`src/rtl/data_tx.sv`:
```
// data_tx: transmit-side FIFO buffer with valid/ready output handshake and
// frame-boundary marking.
//
// Ports:
//   clk_i    - clock, rising edge
//   rst_ni   - asynchronous active-low reset
//   data_i   - write data from the producer
//   valid_i  - write request
//   ready_o  - FIFO can accept a word (level != DEPTH)
//   flush_i  - synchronous clear of FIFO and frame counter (wins over read/write)
//   data_o   - head-of-FIFO word, zero when empty
//   valid_o  - data_o is valid (level != 0)
//   ready_i  - receiver accepts data_o
//   last_o   - data_o is the final beat of the current frame
//   level_o  - number of stored words
//
// All outputs are decoded from registered state only; there is no
// combinational path from any input to any output.
module data_tx #(
    parameter int unsigned WIDTH     = 32,
    parameter int unsigned DEPTH     = 4,
    parameter int unsigned FRAME_LEN = 8
) (
    input  logic                       clk_i,
    input  logic                       rst_ni,
    input  logic [WIDTH-1:0]           data_i,
    input  logic                       valid_i,
    output logic                       ready_o,
    input  logic                       flush_i,
    output logic [WIDTH-1:0]           data_o,
    output logic                       valid_o,
    input  logic                       ready_i,
    output logic                       last_o,
    output logic [$clog2(DEPTH+1)-1:0] level_o
);

    localparam int unsigned PTR_W = (DEPTH > 1) ? $clog2(DEPTH) : 1;
    localparam int unsigned LVL_W = $clog2(DEPTH + 1);
    localparam int unsigned CNT_W = (FRAME_LEN > 1) ? $clog2(FRAME_LEN) : 1;

    logic [WIDTH-1:0] mem [DEPTH];
    logic [PTR_W-1:0] wr_ptr;
    logic [PTR_W-1:0] rd_ptr;
    logic [LVL_W-1:0] level;
    logic [CNT_W-1:0] beat_cnt;

    logic wr_en;
    logic rd_en;
    logic cnt_at_end;

    // Handshake qualifiers and status decode
    always_comb begin
        ready_o    = (level != LVL_W'(DEPTH));
        valid_o    = (level != LVL_W'(0));
        wr_en      = valid_i && ready_o;
        rd_en      = valid_o && ready_i;
        cnt_at_end = (beat_cnt == CNT_W'(FRAME_LEN - 1));
        last_o     = valid_o && cnt_at_end;
        data_o     = valid_o ? mem[rd_ptr] : '0;
        level_o    = level;
    end

    // Storage array; contents are don't-care after reset so it carries no reset
    always_ff @(posedge clk_i) begin
        if (wr_en && !flush_i) begin
            mem[wr_ptr] <= data_i;
        end
    end

    // Pointers, fill level and frame beat counter; flush overrides any transfer
    always_ff @(posedge clk_i or negedge rst_ni) begin
        if (!rst_ni) begin
            wr_ptr   <= '0;
            rd_ptr   <= '0;
            level    <= '0;
            beat_cnt <= '0;
        end else if (flush_i) begin
            wr_ptr   <= '0;
            rd_ptr   <= '0;
            level    <= '0;
            beat_cnt <= '0;
        end else begin
            // DEPTH is a power of two, so natural pointer overflow is modulo DEPTH
            if (wr_en) begin
                wr_ptr <= wr_ptr + PTR_W'(1);
            end
            if (rd_en) begin
                rd_ptr   <= rd_ptr + PTR_W'(1);
                beat_cnt <= cnt_at_end ? '0 : beat_cnt + CNT_W'(1);
            end
            unique case ({wr_en, rd_en})
                2'b10:   level <= level + LVL_W'(1);
                2'b01:   level <= level - LVL_W'(1);
                default: level <= level;
            endcase
        end
    end

endmodule
```
`config.mk`:
```
export PLATFORM = sky130hd
export DESIGN_NAME = data_tx
export DESIGN_NICKNAME = d
export VERILOG_FILES = /design/src/rtl/data_tx.sv
export SDC_FILE = /design/constraint.sdc
export NUM_CORES = 1
export LEC_CHECK = 0
export CAP_MARGIN = 10
export CORE_UTILIZATION = 50
export DETAILED_ROUTE_END_ITERATION = 12
export DONT_BUFFER_PORTS = 1
export GPL_ROUTABILITY_DRIVEN = 0
export PLACE_DENSITY = 0.68
export SYNTH_ARGS = -nofsm -noshare
export SYNTH_HDL_FRONTEND = slang
export SYNTH_SLANG_ARGS = --single-unit
export TNS_END_PERCENT = 5
```
`constraint.sdc`:
```
create_clock -name clk_i -period 2.1 [get_ports clk_i]
set_clock_uncertainty 0.05 [all_clocks]
set_input_delay 0.42 -clock clk_i [delete_from_list [all_inputs] [get_ports clk_i]]
set_output_delay 0.42 -clock clk_i [all_outputs]
set_load 0.02 [all_outputs]
```
==> summary.md <==
| Metric | Value |
|---|---|
| Status | `complete, but fails checks` |
| Failing checks | `setup timing` |
| Crit path cell chain | `buf_12, buf_12, mux4_2, and2_4` |
| Vias in the first global route | `2861` |
| Sequential share of the synthesized area | `72.53%` |
| CP Capture Type | `output port` |
| Sink Count | `138` |
| Minimum clock period | `2.285 ns` |
| Post-synth EDFFs | `128` |
| Hold/Removal Path Class | `in -> reg` |
| Fraction of registers with async set/reset | `7.246%` |
| Required time of the critical path | `1.63 ns` |
| Reg2reg path depth | `6` |
| Inst Count DP | `426` |
| CP max stage cell | `mux4_2` |
| Area of the core | `0.01094 sq mm` |
| Hold wc startpoint | `flush_i` |
| Port Buffer Count | `0` |
| Synth Flop Type | `edfxtp_1` |
| Top cell by count, worst path | `buf_12` |
| WS Path Type | `reg -> out` |
| Flops & latches, synth | `138` |
| Clock root buffer master | `clkbuf_16` |
| Hold Vio Cnt, Final | `0` |
| Num CTS Buffers | `17` |
| First-pass iteration count of the detailed router | `5` |
| CP max FO | `10` |
| Yosys top cell area share | `68.10%` |
| Die Wd | `108.2 microns` |
| Vias per cell | `5.700` |
| Max Clock Freq | `0.4377 GHz` |
| Setup TNS Final | `-4.700 ns` |
| DR vias | `2662` |
| RSZ-0062 raised after global routing | `true` |
| CTS tree | `done` |
| # setup viols final | `34` |
| Mapped Area | `0.005644 sq mm` |
| Layout Cells excl Fill | `467` |
| Clk slew on worst S/H paths | `0.06 ns` |
| H-tree lvl count | `4` |
| Hold path depth | `1` |
| Warnings, synthesis | `0` |
| Critical path buffers and inverters | `2` |
| Routed len/inst | `21.89 microns` |
| Relative slew slack | `66.98%` |
| Final hold slack | `0.02371 ns` |
| Layout fillers | `778` |
| Design area | `0.006733 sq mm` |
| Initial detailed-routing violation count | `134` |
| Final worst path period share | `108.8%` |
| # rows | `38` |
| Top delay family on crit path | `multiplexers` |
| Max incr delay on CP | `0.52 ns` |
| Worst Hold Path EP | `level_o[2]` |
| Area taken by multi-input logic gates | `0.001459 sq mm` |
| Nets | `358` |
| Post-Syn Area per Cell | `19.80 sq um` |
| Ant. Diodes | `0` |
| All-layer global routing usage | `19.18%` |
| Top cells by area, synth | `edfxtp_1 (68%), mux4_2 (11%), dfrtp_1 (4.4%)` |
| Pwr/cell area | `1104 mW/mm^2` |
| Initial antenna violation count | `0` |
| Final WS setup | `-0.1846 ns` |
| Clock Latency Late Sink | `0.40 ns` |
| Worst-Margin Slew | `0.4937 ns` |
| Synth area leader | `edfxtp_1` |
| DP Wirelength | `5951 microns` |
| CTS max path bufs | `2` |
| Library cells used by synthesis | `40` |
| Leak | `0.002252 uW` |
| Post-Route WL | `10220 microns` |
| Slew Viols, Final | `0` |
| I/O pin total | `75` |
| DIE AREA | `0.01172 sq mm` |
| Register area | `0.004100 sq mm` |
| Synth Instances | `285` |
| Placed inst area | `0.005963 sq mm` |
| Worst Setup Start Kind | `flop` |
| Overall Power | `7432 uW` |
| Critical path arrival | `1.81 ns` |
| First-pass GRT wire length | `15900 microns` |
| Starting Density | `51.61%` |
| Congestion Overflow GR | `0` |
| Largest net degree at the start of global routing | `33` |
| Reg2reg end | `level_o[2]` |
| Setup slack, reg-to-reg | `0.12 ns` |
| Die height | `108.2 microns` |
| Max Cap Violations | `0` |
| DRC | `0` |
| Remaining antenna violation count | `0` |
| Fraction of layout cells with a size suffix above 1 | `37.61%` |
| Crit path depth | `4` |
| Peak VDD IR | `0.0007596 V` |
| Syn_nets | `329` |
| Worst r2r src | `level_o[1]` |
| Area Overhead vs Synth | `19.29%` |
## timing repair
item                                   CTS  global route
gates cloned                             2             0
gates resized for setup                 53             2
setup endpoints to repair               34            34
buffers inserted                         3             3
hold buffers                             1             0
pin swaps                                1             0
endpoints found under the hold margin   10             0
## worst register-to-register path, delay by kind of cell (launching register included)
| kind | cells | cell delay [ns] |
|---|---|---|
| fa+ha+maj | 1 | 0.44 |
| flops | 1 | 0.51 |
| compound gates | 4 | 0.71 |
| simple gates | 1 | 0.18 |
## cells in the final DEF, fill, tap and decap left out, drive strengths merged, types with 3 or more instances in the layout
cell type  synthesis  routed
or3                3       4
clkbuf             6      19
clkinv             0       6
nor2               5       5
ha                 6       6
nand3              5       5
mux4              32      32
buf               11      25
bufinv             0       3
edfxtp           128     128
inv                4       6
a21oi              7       7
dfrtp             10      10
and2              38      38
## state kept, by name (all words and copies together), names as in the netlist
name      count
rd_ptr        2
mem         128
wr_ptr        2
level_o       3
beat_cnt      3
## synthesized netlist by cell type (all sizes together), types with 2 or more instances
master / number
a21oi: 7
and2: 38
buf: 11
clkbuf: 6
dfrtp: 10
edfxtp: 128
ha: 6
inv: 4
mux4: 32
nand2: 2
nand2b: 2
nand3: 5
nand3b: 2
nor2: 5
nor3: 2
o21ai: 2
or3: 3
xnor2: 2
xor2: 2
## metrics by stage
stage | util [%] | setup slack, ns
finish | 61.57 | -0.1846
detailed placement | 54.53 | 0.1144
floorplan | - | -0.2317
global placement | 54.53 | 0.1916
CTS | 61.34 | -0.2130
global route | 61.57 | -0.2517
## how the worst max path moves through the flow
| stage | from | endpoint | slack (ns) |
|---|---|---|---|
| 3_3_place_gp | rd_ptr[0] | data_o[1] | 0.19 |
| 3_5_place_dp | level_o[1] | level_o[2] | 0.11 |
| 4_1_cts | rd_ptr[0] | data_o[28] | -0.21 |
| 6_report | rd_ptr[0] | data_o[28] | -0.18 |
| 5_1_grt | rd_ptr[0] | data_o[22] | -0.25 |
| 2_1_floorplan | level_o[2] | mem[0][0] | -0.23 |
## cell type report
cell class | count | share of cell area [%]
Sequential cell | 138 | 60.90
Multi-Input combinational cell | 127 | 21.67
Clock buffer | 19 | 6.430
Timing Repair Buffer | 26 | 5.650
Tap cell | 140 | 2.602
Clock inverter | 13 | 2.527
Inverter | 4 | 0.2230
## logic make-up (layout without fill, tap and decap cells)
family / after synthesis / in the layout / synth area share (%)
xor+xnor: 4 / 4 / 0.6208
flops: 138 / 138 / 72.53
mux: 33 / 33 / 13.21
buf+inv: 21 / 62 / 2.682
compound gates: 18 / 18 / 2.306
simple gates: 64 / 65 / 6.961
fa+ha+maj: 7 / 7 / 1.685
## metal layers
layer / up-vias / part of all wire (%) / track usage [%]
li1: 1196 / - / -
met1: 1373 / 40 / 22.93
met2: 86 / 52 / 32.98
met3: 7 / 7.1 / 6.631
met4: 0 / 0.51 / 5.284
met5: - / 0 / 0
## report_power, final
group	switching (uW)	internal [uW]	leakage (uW)
combinational	660	612	0.000673
sequential	65.7	3110	0.00129
clock	1100	1880	0.000289
total	1830	5610	0.00225
(Power assumes the default switching activity.)
